File: src/rtl/generic_2clk_fifo_rd_drain.sv
// Read-domain drain for a dual-clock FIFO: pops when credit allows, absorbs the
// one-cycle register-file latency and re-times words into a 3-deep valid/ready buffer.
module generic_2clk_fifo_rd_drain #(
  parameter int DAT_WIDTH = 20,
  parameter int CNT_WIDTH = 16
) (
  input  logic                 rd_clk,
  input  logic                 rd_reset,
  input  logic                 enable,
  input  logic                 fifo_empty,
  output logic                 fifo_rd_op,
  input  logic [DAT_WIDTH-1:0] fifo_rd_data,
  output logic                 out_valid,
  input  logic                 out_ready,
  output logic [DAT_WIDTH-1:0] out_data,
  output logic                 busy,
  output logic [CNT_WIDTH-1:0] pop_count
);

  typedef enum logic [1:0] {
    IDLE = 2'd0,
    RUN  = 2'd1,
    STOP = 2'd2
  } state_t;

  state_t               state;
  state_t               state_nxt;
  logic                 inflight;
  logic [1:0]           count;
  logic [DAT_WIDTH-1:0] entry [3];
  logic                 depart;
  logic [1:0]           wr_idx;
  logic [2:0]           credit;

  // Credit counts the word still in the RF pipeline, so a capture always has room.
  assign credit    = {1'b0, count} + {2'b00, inflight};
  assign out_valid = (count != 2'd0);
  assign out_data  = entry[0];
  assign depart    = out_valid && out_ready;
  assign wr_idx    = count - {1'b0, depart};
  assign busy      = (state != IDLE);

  always_comb begin
    // NOTE: every output of this block gets a default first so no path can infer a latch.
    state_nxt  = state;
    fifo_rd_op = 1'b0;
    case (state)
      IDLE: begin
        if (enable) state_nxt = RUN;
      end
      RUN: begin
        if (!enable) begin
          state_nxt = STOP;
        end else begin
          fifo_rd_op = !rd_reset && !fifo_empty && (credit < 3'd3);
        end
      end
      STOP: begin
        if (enable) begin
          state_nxt = RUN;
        end else if (!inflight && (count == 2'd0)) begin
          state_nxt = IDLE;
        end
      end
      default: state_nxt = IDLE;
    endcase
  end

  always_ff @(posedge rd_clk) begin
    if (rd_reset) begin
      state     <= IDLE;
      inflight  <= 1'b0;
      count     <= 2'd0;
      pop_count <= '0;
      // NOTE: the buffer entries are reset because out_data is the head entry and must read 0.
      for (int i = 0; i < 3; i++) entry[i] <= '0;
    end else begin
      // NOTE: non-blocking assignments let the shift and the tail write below see pre-edge values.
      state    <= state_nxt;
      inflight <= fifo_rd_op;
      count    <= count + {1'b0, inflight} - {1'b0, depart};
      if (fifo_rd_op) pop_count <= pop_count + CNT_WIDTH'(1);
      if (depart) begin
        entry[0] <= entry[1];
        entry[1] <= entry[2];
      end
      // Tail write lands after the shift, so a simultaneous capture keeps order.
      if (inflight) entry[wr_idx] <= fifo_rd_data;
    end
  end

endmodule

File: config.mk
export PLATFORM = sky130hd
export DESIGN_NAME = generic_2clk_fifo_rd_drain
export DESIGN_NICKNAME = d
export VERILOG_FILES = /design/src/rtl/generic_2clk_fifo_rd_drain.sv
export SDC_FILE = /design/constraint.sdc
export NUM_CORES = 1
export LEC_CHECK = 0
export BUFFER_PORTS_ARGS = -buffer_cell sky130_fd_sc_hd__buf_2
export CORE_MARGIN = 2
export CORE_UTILIZATION = 55
export CTS_BUF_LIST = sky130_fd_sc_hd__clkbuf_16
export CTS_CLUSTER_DIAMETER = 30
export CTS_CLUSTER_SIZE = 24
export DETAILED_ROUTE_END_ITERATION = 16
export PLACE_DENSITY = 0.79
export SYNTH_ARGS = -nofsm -noshare
export SYNTH_HDL_FRONTEND = slang
export SYNTH_SLANG_ARGS = --single-unit
export TNS_END_PERCENT = 20
File: constraint.sdc
create_clock -name rd_clk -period 3.3 [get_ports rd_clk]
set_input_delay 0.825 -clock rd_clk [delete_from_list [all_inputs] [get_ports rd_clk]]
set_output_delay 0.825 -clock rd_clk [all_outputs]
set_load 0.01 [all_outputs]
======== Yosys cells after proc, flatten, opt, wreduce, memory -nomap -nowiden ========
Memories as Yosys holds them, arrays and structs flattened.
Cells that the tools add are included.
operators by class
  $add $sub $neg .......................... 5
  multipliers ............................. 0
  divide/modulo/power cells ............... 0
  $lt $le $gt $ge ......................... 1
  equality and inequality tests ........... 5
  shift operators ......................... 0
  mux-type cells .......................... 20
  bitwise logic cells ..................... 2
  reduce and logical (&&, ||, !) cells .... 13
operator list
  operator                                             count
  two-way mux 20 bit                                   3
  OR reduction 20 bit                                  1
  adder 16 x 1 -> 16 bit, second input constant        1
  two-way mux 1 bit                                    11
  two-way mux 2 bit                                    5
  case mux 2 bit (3 select lines)                      1
  logical AND 1 bit                                    4
  logical NOT 2 bit                                    2
  != test 2 bit, second input constant                 2
  nonzero test 2 bit                                   2
  subtractor 2 x 1 -> 2 bit                            2
  adder 2 x 1 -> 3 bit                                 1
  logical NOT 1 bit                                    3
  < comparator 3 x 2 -> 1 bit, second input constant   1
  != test 3 bit, second input constant                 1
  AND reduction 3 bit                                  1
  adder 2 x 1 -> 2 bit                                 1
  equality test 2 x 1 -> 1 bit, second input constant  1
  equality test 2 bit, second input constant           1
  OR 1 bit                                             2
storage, ports and cells
  register bits after elaboration ......... 21
  latch bits .............................. 0
  memory bits (writable) .................. 60
  ROM bits ................................ 0
  bits of input ports ..................... 25
  output and inout bits ................... 39
  logic and storage cells ................. 51
  memories kept ........................... 1
memory list
  memory  depth  width  rd ports  clocked after Yosys merged registers in  wr ports  line  text
  entry   3      20     3         0                                        3         30    logic [DAT_WIDTH-1:0] entry [3];

======== Longest topological paths before layout ========
Gate-level depths: netlist of run 1.
  depth after elaboration ................. 6
  mapped depth ............................ 7
  mapped depth without buffers ............ 7

======== Worst setup path before layout of run 1 ========
OpenSTA, ideal clock, no wires.
  kind .................................... in2reg
  from .................................... input rd_reset
  to ...................................... memory entry[0][0], enable pin
  setup time .............................. 380 ps
  data arrival time ....................... 2,246 ps
  required time ........................... 2,920 ps
  slack ................................... 675 ps
  cell stages on the path ................. 5
  path buffers ............................ 2
  path through ............................ buf_6 -> nand2b_1 -> a211oi_1 -> buf_2 -> nand2b_1
RTL lines
  what             line  text
  start, declared  8     input logic rd_reset,
  end, declared    30

======== Worst setup path in the final report of run 1 ========
  from .................................... register count[0]
  to ...................................... output fifo_rd_op
between the ends
  word-level cells in the longest chain between the ends .. 5
RTL lines
  what                         line  text
  start, declared              29    logic [1:0] count;
  start signal, assigned       81    count <= count + {1'b0, inflight} - {1'b0, depart};
  adder 2 x 1 -> 3 bit         36    assign credit = {1'b0, count} + {2'b00, inflight};
  < comparator 3 x 2 -> 1 bit  55    fifo_rd_op = !rd_reset && !fifo_empty && (credit < 3'd3);
  logical AND 1 bit            55
  two-way mux 1 bit            52    if (!enable) begin
  two-way mux 1 bit            47    case (state)
  end, declared                11    output logic fifo_rd_op,
No other way between the ends.

==> flow_results.org, run 1 <==
** GRT
- Vias in the first global route :: 2,484
- Number of antenna violations at the first check in global routing :: 0
- First-pass GRT wire length :: 11,600 um
- Aggregate global routing overflow :: 0
- Maximum number of pins on one net before global-route repair :: 41
- Global routing used 20.7% of the available tracks across all layers.

** Yosys
- Summed over all instances, the cell type with the most area after synthesis is edfxtp_1.
- The synthesized netlist contains 41 unique library cells.
- Post-synthesis average cell area :: 11.7 um2
- In the synthesized netlist, the cells that appear most often are 60 x edfxtp_1, 30 x o21ai_0, 27 x nand3_1, 26 x inv_1, 22 x and2_1.
- Top-area cell type share of the netlist area :: 49.9%
- The mapped netlist covers 0.00361 mm2.
- Among all cell types in the netlist, the one instantiated most often is edfxtp_1.
- During synthesis, Yosys emitted a total of 0 warnings.
- Synthesis produced 309 cells.
- Post-synthesis sequential element count :: 81
- Number of enable-type register cells in the synthesized netlist :: 60
- In the synthesized netlist the dominant register cell turns out to be edfxtp_1.
- By area the synthesized netlist is led by edfxtp_1 50%, dfxtp_1 12%, a22o_1 4.9%, o21ai_0 4.2%, and2_1 3.8%.
- After synthesis, the share of flip-flops with an asynchronous set or reset is 0%.
- When the netlist entered floorplanning its net count stood at 338.
- Fraction of the yosys area taken by sequential cells :: 61.6%

** STA
- At the pin with the least slew margin, the transition time is 522 ps.
- Setup violations remaining at the end of the flow were counted as 0.
- The number of hold violations in the final report was 0.
- Unrepaired setup endpoints after global routing :: false
- In the post-route analysis, the smallest setup slack over all paths is 350 ps.
- Max Clock Freq :: 0.339 GHz
- Clock tree skew after final layout :: 4.25 ps
- The clock period could shrink to 2950 ps.
- The worst path uses 89.4% of the clock period.
- Headroom to the max-slew limit came out at 65.2%.
- The max-slew violation count is 0.
- Setup total negative slack on the finished layout was measured at 0 ps.

** Clock tree
- Clock transition at path regs :: 60 ps
- CTS tree :: done
- For this design, the sink count on the clock tree is 81.
- Hold bufs inserted after CTS :: 0
- CTS Root Buffer Type :: clkbuf_16
- Post-CTS timing repair inserted 0 buffers for setup.
- Source-to-sink clock delay at the later pin of the worst-skew pair :: 330 ps
- TritonCTS created 9 clock buffers.
- The H-tree was split into 3 levels.
- CTS max path bufs :: 2
- PostCTS Resize Cnt :: 0

** Floorplan
- The floorplan step defined a die boundary enclosing 0.00723 mm2.
- Initial Utilization :: 56.8%
- In this run the horizontal extent of the chip is 85 um.
- Floorplan Core Area :: 0.00635 mm2
- Vertical die dimension :: 85 um
- The initialized floorplan defines 29 standard-cell rows.
- Number of ports placed on the die boundary :: 64

** Setup path
- RR Startpoint :: count[0]$_SDFF_PP0_
- By instance count, the cell type seen most on the critical path is ha_1.
- Data required time of the critical path :: 2470 ps
- The worst setup path is of the reg2out kind.
- For the worst flop-to-flop path, the logic depth is 6.
- The worst register-to-register path has a setup slack of 1040 ps.
- Cells along the critical path :: ha_1 -> ha_1 -> a211oi_2 -> nand2_2 -> inv_1 -> buf_2
- Cell with the largest stage delay on the worst path :: dfxtp_1
- The worst setup path is captured at a primary output.
- Crit-path max FO :: 9
- The endpoint identified for the worst register-to-register timing path is pop_count[6]$_SDFFE_PP0P_.
- For this run, the slowest stage of the critical path takes 490 ps.
- For the worst setup path, the data arrival time is 2130 ps.
- Kind of start point of the critical path :: flip-flop

** Placed design
- Worst-case setup slack after placement :: 720 ps
- The congestion estimate from routability-driven global placement came to 0.886.
- Total half-perimeter wirelength after legalization and detailed placement :: 4620 um
- Port buffering added 63 buffers.

** Power and ir drop
- Leakage component of the power :: 1.75 nW
- Combinational Power Share :: 4.1%
- For this design the total switching power over the nets is 0.469 mW.
- The share of total power dissipated in the clock network is 42.9%.
- Register share of total power :: 52.9%
- Highest ir drop seen on vdd :: 0.000370 V
- Switching power as a share of total power :: 21.9%
- Power density normalized to cell area :: 497 mW/mm2
- Cell-internal power :: 1.67 mW

** Outcome
- Outcome :: finished, final reports clean

** Run
- Maximum Capacitance Violations :: 0

** Finish
- The area growth from synthesis to layout is 19.2%.
- ANT cells :: 0
- Multi-input gate area in the final layout :: 0.00123 mm2
- The filler cells instantiated in the layout total 460.
- Of the cells placed in the final design, the portion with a size suffix greater than 1 is 26.8%.
- Sequential cell area :: 0.00222 mm2
- Final-stage net count :: 404

** Detailed routing
- DRC violation count after routing :: 0
- DR iter-0 viols :: 151
- Using the TritonRoute via totals, the vias-per-cell ratio works out to 5.65.
- First-pass iteration count of the detailed router :: 4
- The detail route stage leaves a number of antenna-violating nets equal to 0.
- Average wire per cell in the routed design :: 15.6 um
- Detailed-route via count :: 2,583
- The final layout contains routed wiring with a total length of 7130 um.

** Min path
- The worst hold path was traced through 2 stages.
- The startpoint identified for the worst hold timing path is pop_count[15]$_SDFFE_PP0P_.
- The worst hold path belongs to the class reg2reg.
- End of the worst hold path :: pop_count[15]$_SDFFE_PP0P_
[worst max-delay path: cells and delay by family, from the launching register on]
kind                     cells  cell delay, ps
flip-flops                   1             490
buffers and inverters        2             280
AO/OA/AOI/OAI                1             380
AND/OR/NAND/NOR              1             190
adder cells (fa/ha/maj)      2             460
[placed cells by master, fill, tap and decap left out, types with 8 or more instances in the layout]
cell type  synthesis  routed
buf_4              0       8
nand3_1           27      27
edfxtp_1          60      60
a21oi_1           12      12
nand2_1            8       8
buf_2              3      63
o21ai_0           30      30
clkbuf_16          0       9
and2_1            22      22
dfxtp_1           21      21
a22o_1            20      20
inv_1             26      26
nor2_1             8       8
[per-layer routing]
layer  share of wire (%)  up-vias  GRT usage (%)  routed length [um]
li1                    -     1266              -                   -
met1                  42     1223           25.4                3000
met2                  51       81           34.8                3620
met3                 5.2       13           4.18                 374
met4                 1.9        0           10.5                 138
met5                   0        -              0                   0
[cell families (layout without fill, tap and decap cells)]
group                      after synthesis  in the layout  synth area share, %
DFF                                     81             81                 61.6
AOI/OAI and AO/OA                       71             71                 12.7
muxes                                    1              1                0.312
and+or+nand+nor                        104            104                 17.9
xor gates and xnor gates                 6              6                 1.46
buffers and inverters                   42            113                 4.68
adders and majority gates                4              4                 1.39
[worst max path at each step]
stage                              from               endpoint  slack [ps]
finish              count[0]$_SDFF_PP0_             fifo_rd_op         350
global route        count[0]$_SDFF_PP0_             fifo_rd_op         150
CTS                 count[0]$_SDFF_PP0_             fifo_rd_op         340
detailed placement             rd_reset             fifo_rd_op         720
global placement               rd_reset             fifo_rd_op         740
floorplan                      rd_reset  entry[0][0]$_DFFE_PP_         670
[registers in the layout, summed over array words and instances, names as in the netlist]
| register | cells |
|---|---|
| inflight | 1 |
| count | 2 |
| state | 2 |
| entry | 60 |
| pop_count | 16 |
[layout make-up]
cell class / instances / share of cell area (%)
Sequential cell: 81 / 51.6
Multi-Input combinational cell: 186 / 28.6
Timing Repair Buffer: 71 / 8.72
Clock buffer: 9 / 5.23
Inverter: 26 / 2.27
Tap cell: 77 / 2.24
Clock inverter: 7 / 1.25
[power by group through the flow]
stage / Sequential, mW / Combinational, mW / Clock, mW
after floorplan: 1.16 / 0.0356 / 0
after global placement: 1.15 / 0.0869 / 0
after detailed placement: 1.15 / 0.0879 / 0
after CTS: 1.13 / 0.0886 / 0.936
after global routing: 1.13 / 0.0973 / 0.975
final: 1.13 / 0.0881 / 0.917
[per-stage QoR]
| stage | power (mW) | instances | hold WS, ps | utilization, % | cell area, um2 |
|---|---|---|---|---|---|
| 6_report | 2.14 | 457 | 480 | 67.8 | 4300 |
| 4_1_cts | 2.16 | 457 | 484 | 67.8 | 4300 |
| 3_3_place_gp | 1.24 | 441 | 457 | 63.4 | 4020 |
| 3_5_place_dp | 1.24 | 441 | 472 | 63.4 | 4020 |
| 2_1_floorplan | 1.19 | 309 | 453 | - | 3610 |
| 5_1_grt | 2.21 | 457 | 499 | 67.8 | 4300 |
(Power assumes the default switching activity.)
==> run 2, diff against run 1 <==
--- a/config.mk
+++ b/config.mk
@@ -12,7 +12,7 @@
 export CTS_CLUSTER_DIAMETER = 30
 export CTS_CLUSTER_SIZE = 24
 export DETAILED_ROUTE_END_ITERATION = 16
-export PLACE_DENSITY = 0.79
+export PLACE_DENSITY_LB_ADDON = 0.25
 export SYNTH_ARGS = -nofsm -noshare
 export SYNTH_HDL_FRONTEND = slang
 export SYNTH_SLANG_ARGS = --single-unit
==> run 2 against run 1 <==
  * Register-to-register slack worse by 50 ps
  * Sequential cell count stayed put
  * Count of clock-buffer cells in the layout stayed put
  * Global-route usage is 0.61 points higher
  * Sequential power hardly changed
  * Wire length hardly changed
  * Design area is 0.20% higher
  * Clock skew is 1.7 ps higher
  * Utilization is 0.14 points higher
  * Largest cell class unchanged
==> flow_results.org, run 2 (same netlist as run 1, synthesis figures left out) <==
** Outcome
- Outcome :: finished, final reports clean

** Power and ir drop
- Highest ir drop seen on vdd :: 0.000377 V
- Net switching is 20.8% of the power.
- Overall power consumption after layout is estimated at 2.18 mW.
- Summed over all nets, the switching power comes to 0.454 mW.
- Per report_power, the clock group accounts for 44.2% of the total.
- Power density normalized to cell area :: 507 mW/mm2
- The share of total power dissipated in combinational logic is 4.1%.
- Register share of total power :: 51.8%
- Cell internal power was estimated by the tool at 1.73 mW.
- The analysis attributes to cell leakage a power of 1.76 nW.

** Setup path
- For the worst setup path, the data required time is 2470 ps.
- Along the worst path, the maximum fanout reaches 9.
- By startpoint and endpoint, the worst setup path is classified as reg2out.
- STA classifies the critical path endpoint as a primary output.
- Arrival time worst endpoint :: 2150 ps
- The worst setup path is launched from a flip-flop.

** Floorplan
- The initial utilization of the core area, before any placement, comes to 56.8%.
- Number of ports placed on the die boundary :: 64
- Floorplan Core Area :: 0.00635 mm2
- X dimension of the die :: 85 um
- The floorplan has 29 rows.
- Vertical die dimension :: 85 um
- Floorplan die area :: 0.00723 mm2

** GRT
- Global routing consumed, on the met1 layer, 27.3% of the routing resources.
- After global routing, the most crowded layer is met2.
- The via count of the first global-routing pass was 2,538.
- Aggregate global routing overflow :: 0
- First-pass GRT wire length :: 12,000 um
- For this run, the total global-route usage over all layers was measured as 21.3%.
- Global routing used 5.16% of the available met3 tracks.
- Maximum number of pins on one net before global-route repair :: 33
- In the global route stage, met2 resource usage came out at 34.7%.
- Number of antenna violations at the first check in global routing :: 0

** Clock tree
- The root buffer cell chosen for the clock tree is clkbuf_16.
- After clock tree synthesis, the flow added hold-fix buffers numbering 0.
- Num CTS Buffers :: 9
- Level count of the clock H-tree :: 3
- CTS max path bufs :: 2
- The tree built by TritonCTS fans out to 81 sinks.
- The number of gates resized after CTS was 0.
- TritonCTS built the clock tree.
- Clock-pin slew was measured on the worst setup and hold paths at 60 ps.
- Post-CTS repair timing setup buffer count :: 0
- Source-to-sink clock delay at the later pin of the worst-skew pair :: 330 ps

** Detailed routing
- In the routed design, unresolved DRC markers number 0.
- The final layout contains routed wiring with a total length of 7140 um.
- In this run, the number of DRC markers left after iteration 0 of detailed routing was 152.
- Detailed-route via count :: 2,575
- Vias per cell :: 5.63
- Final ANT Viol Nets :: 0
- Dividing the detail-routed wire length by the instance count gives 15.6 um.
- First-pass iteration count of the detailed router :: 4

** Finish
- Max FFs per register :: 60
- Ranked by flip-flop count, first place goes to entry.
- Area growth, synth to finish :: 19.5%
- Layout cell share with drive strength beyond 1 :: 26.3%
- At the end of the flow, the number of nets in the layout was 404.
- Leaving out fill and tap cells, the most frequent cell in the layout is buf_2.
- The largest registers in the layout are entry (60), pop_count (16).
- ANT cells :: 0
- The library cells used most frequently in the layout, excluding fill and tap cells, are 63 x buf_2, 60 x edfxtp_1, 30 x o21ai_0.
- The filler cells instantiated in the layout total 458.

** STA
- Transition time at the pin with the least slew margin :: 494 ps
- The max-slew violation count was 0.
- The number of hold violations in the final report is 0.
- Timing would allow up to 0.336 GHz.
- The tightest hold path in the finished design has a slack of 498 ps.
- Subtracting the final worst setup slack from the clock period gives 2980 ps.
- Setup tns final :: 0 ps
- Final setup fails :: 0
- Slew Limit Headroom :: 67.0%
- The clock arrives with 5.95 ps of skew.
- Unrepaired setup endpoints after global routing :: false
- After layout, the worst path uses 90.2% of the clock period.

** Placed design
- Total half-perimeter wirelength after legalization and detailed placement :: 4700 um
- Total of buffers placed on input and output ports :: 63
- Gp weighted congestion :: 0.816

** Run
- Maximum Capacitance Violations :: 0

** Min path
- Classification of the worst-slack hold path :: reg2reg
-- run 2: cell count changes in the layout (fill, tap and decap cells not counted) --
cell / change
inv_6: -3
bufinv_16: +1
clkinv_1: +1
clkinv_2: +1
clkinvlp_4: -1
inv_1: +1
-- run 2: critical path, cell delays in order (launching register included) --
cell and delay (ps):
dfxtp_1 480, ha_1 220, ha_1 250, a211oi_2 390, nand2_2 180, inv_1 140, buf_2 140
-- run 2: final cells by class --
cell class	instances	area (um2)	share of cell area (%)
Sequential cell	81	2220	51.5
Multi-Input combinational cell	186	1230	28.6
Timing Repair Buffer	71	375	8.71
Clock buffer	9	225	5.22
Inverter	26	97.6	2.26
Tap cell	77	96.3	2.23
Clock inverter	7	62.6	1.45
-- run 2: worst paths after layout --
path	depth (start not counted)	slack, ps	startpoint	to
worst max-delay path	6	320	count[0]$_SDFF_PP0_	fifo_rd_op
worst min-delay path	1	500	pop_count[12]$_SDFFE_PP0P_	pop_count[12]$_SDFFE_PP0P_
worst max register to register	6	990	count[0]$_SDFF_PP0_	pop_count[15]$_SDFFE_PP0P_
worst min register to register	1	500	pop_count[12]$_SDFFE_PP0P_	pop_count[12]$_SDFFE_PP0P_
-- run 2: layer usage --
metal / vias to the layer above / wire, um
met5: - / 0
met4: 0 / 150
met3: 10 / 314
met2: 63 / 3490
met1: 1231 / 3180
li1: 1271 / -
-- run 2: power groups by stage --
stage,logic (mW),clock network (mW),registers (mW)
floorplan,0.0356,0,1.16
global placement,0.0875,0,1.15
detailed placement,0.0892,0,1.15
CTS,0.0895,0.975,1.13
global route,0.0990,1.02,1.13
finish,0.0886,0.965,1.13
-- run 2: through the flow --
step / util, % / setup WS, ps / cells / cell area (um2)
after floorplan: - / 675 / 309 / 3610
after detailed placement: 63.4 / 669 / 441 / 4020
final: 67.9 / 324 / 457 / 4310
after global routing: 67.9 / 180 / 457 / 4310
after global placement: 63.4 / 705 / 441 / 4020
after CTS: 67.9 / 328 / 457 / 4310
==> run 3, diff against run 2 <==
--- a/config.mk
+++ b/config.mk
@@ -6,6 +6,7 @@
 export NUM_CORES = 1
 export LEC_CHECK = 0
 export BUFFER_PORTS_ARGS = -buffer_cell sky130_fd_sc_hd__buf_2
+export CORE_ASPECT_RATIO = 1.75
 export CORE_MARGIN = 2
 export CORE_UTILIZATION = 55
 export CTS_BUF_LIST = sky130_fd_sc_hd__clkbuf_16
==> run 3 against run 2 <==
  * Sequential share of layout area is 0.21 points higher
  * Sequential power barely moved
  * Clock power fell by 11%
  * Design area is 0.41% lower
  * Count of clock-buffer cells in the layout unchanged
  * Final cell count is 1.3% higher
  * Critical path type unchanged
==> flow_results.org, run 3 (same netlist as run 1, synthesis figures left out) <==
** Outcome
- The flow ran to the end, and the final reports show no timing, DRC or antenna violations.

** Power and ir drop
- The worst-case IR drop observed on VDD is 0.000321 V.
- In this run the power density over the cells is 485 mW/mm2.
- In this run the static leakage power is 1.76 nW.

** STA
- Setup violations remaining at the end of the flow were counted as 0.
- The routed design could run at a clock period as short as 2910 ps.
- Based on the critical path, the design can be clocked at up to 0.343 GHz.
- Slew Limit Headroom :: 65.9%
- Slew Limit Fails :: 0
- Final worst hold slack :: 479 ps
- Share of the cycle needed by the critical path after routing :: 88.2%
- For the pin with the worst max-slew slack, the measured transition is 511 ps.
- Setup tns final :: 0 ps
- Setup repair after global routing left no endpoint under its margin.
- Clock tree skew after final layout :: 8.52 ps
- Hold Fails Final Rpt :: 0

** Setup path
- Kind of cell adding the most delay to the critical path :: flip-flops
- Data required time of the critical path :: 2470 ps
- Cell with the largest stage delay on the worst path :: dfxtp_1
- The signal on the critical path passes through ha_1 -> ha_1 -> a211oi_2 -> nand2_2 -> inv_1 -> buf_2.
- R2R cell count :: 6
- Along the worst path, the maximum fanout reaches 9.
- In this run the critical register-to-register path is captured at pop_count[14]$_SDFFE_PP0P_.
- Most frequent CP cell :: ha_1
- Path type of the worst setup path :: reg2out
- Endpoint kind of the worst setup timing path :: primary output
- Worst path bufs/invs :: 2
- The worst setup path is launched from a flip-flop.
- RR Startpoint :: count[0]$_SDFF_PP0_
- For flop-to-flop paths, the worst setup slack is 1040 ps.
- Data arrives at the worst endpoint at 2090 ps.
- Crit path largest cell delay :: 460 ps

** Detailed routing
- Once detail routing completed, the nets flagged for antenna violations numbered 0.
- Final wirelength :: 7410 um
- The detailed router finished its first iteration with 355 violations.
- DRC violation count after routing :: 0
- Vias per cell :: 5.65
- First-pass iteration count of the detailed router :: 4
- In the final routed layout, each cell accounts on average for 16.0 um.
- The routed layout has 2,617 vias.

** Clock tree
- Clock transition at path regs :: 60 ps
- PostCTS Resize Cnt :: 0
- The H-tree was split into 3 levels.
- The clock reaches the later pin of the worst-skew pair after 340 ps.
- The number of hold buffers added after CTS was 0.
- TritonCTS Sinks :: 81
- The clock passes through at most 2 buffers.
- Num CTS Buffers :: 9
- TritonCTS built the clock tree.
- Post-CTS timing repair inserted 0 buffers for setup.
- The root buffer cell chosen for the clock tree is clkbuf_16.

** GRT
- First-pass GRT wire length :: 12,300 um
- The via count of the first global-routing pass was 2,550.
- Global routing used 22.3% of the available tracks.
- The total overflow left after global routing is 0.
- Maximum number of pins on one net before global-route repair :: 41
- Number of antenna violations at the first check in global routing :: 0

** Placed design
- Total of buffers placed on input and output ports :: 63
- Placed Instance Area :: 0.00404 mm2
- The number of placed instances, taps included, is 447.
- Gp weighted congestion :: 0.766
- Summed over all nets, the half-perimeter wirelength after detailed placement is 4990 um.

** Min path
- The worst hold path terminates at pop_count[15]$_SDFFE_PP0P_.
- The worst hold path was traced through 2 stages.
- Classification of the worst-slack hold path :: reg2reg
- Hold path startpoint :: pop_count[15]$_SDFFE_PP0P_

** Finish
- In the final layout, the registers with the most flip-flops are entry (60), pop_count (16).
- In the layout the commonest cells are 63 x buf_2, 60 x edfxtp_1, 30 x o21ai_0.
- Area growth, synth to finish :: 19.0%
- Top reg by flops :: entry
- Layout Cells excl Fill :: 463
- ANT cells :: 0
- Final-stage net count :: 405
- Layout cell share with drive strength beyond 1 :: 25.7%
- Fin area :: 0.00429 mm2
- Max FFs per register :: 60
- Most common library cell in the layout ignoring fill and taps :: buf_2

** Floorplan
- During I/O placement, the number of pins put on the boundary was 64.
- In this run the horizontal extent of the chip is 65.2 um.
- The initial utilization of the core area, before any placement, comes to 56.0%.
- Placement Rows :: 39
- Floorplan Core Area :: 0.00644 mm2
- From bottom edge to top edge, the die measures 111 um.
- The die covers 0.00725 mm2.

** Run
- Max-cap violations in this run came to 0.
run 3: layout make-up:
type	instances	area [um2]
clock buffer	9	225
fill	545	2150
sequential	81	2220
timing repair buffer	72	383
tap	82	103
clock inverter	7	31.3
inverter	26	97.6
multi-input combinational	186	1230
run 3: worst max path at each step:
stage                                   start               endpoint  slack [ps]  cells after the start
after detailed placement             rd_reset             fifo_rd_op         650                      5
after global routing      count[0]$_SDFF_PP0_             fifo_rd_op         230                      6
final                     count[0]$_SDFF_PP0_             fifo_rd_op         390                      6
after CTS                 count[0]$_SDFF_PP0_             fifo_rd_op         360                      6
after global placement               rd_reset             fifo_rd_op         690                      5
after floorplan                      rd_reset  entry[0][0]$_DFFE_PP_         670                      5
run 3: power by group:
group          leakage, nW  switching [mW]  total (mW)  internal (mW)
clock network        0.134           0.369       0.863          0.494
logic                0.837          0.0575      0.0899         0.0324
registers            0.789         0.00965        1.13           1.12
total                 1.76           0.436        2.08           1.65
run 3: tightest hold or removal path, delay by kind of cell (launching register included):
| family | cells | cell delay (ps) |
|---|---|---|
| flops | 1 | 310 |
| compound gates | 2 | 110 |
run 3: per-layer routing:
metal / vias up / track usage (%) / wire [um] / share of wire (%)
li1: 1264 / - / - / -
met1: 1255 / 26.0 / 2900 / 39
met2: 79 / 37.1 / 3880 / 52
met3: 19 / 4.97 / 371 / 5.0
met4: 0 / 12.5 / 257 / 3.5
met5: - / 0 / 0 / 0
run 3: stage by stage:
step	setup slack [ps]	utilization [%]	total power, mW
floorplan	675	-	1.19
global placement	695	62.7	1.24
detailed placement	645	62.7	1.24
CTS	358	66.7	2.10
global route	228	66.7	2.16
finish	388	66.7	2.08
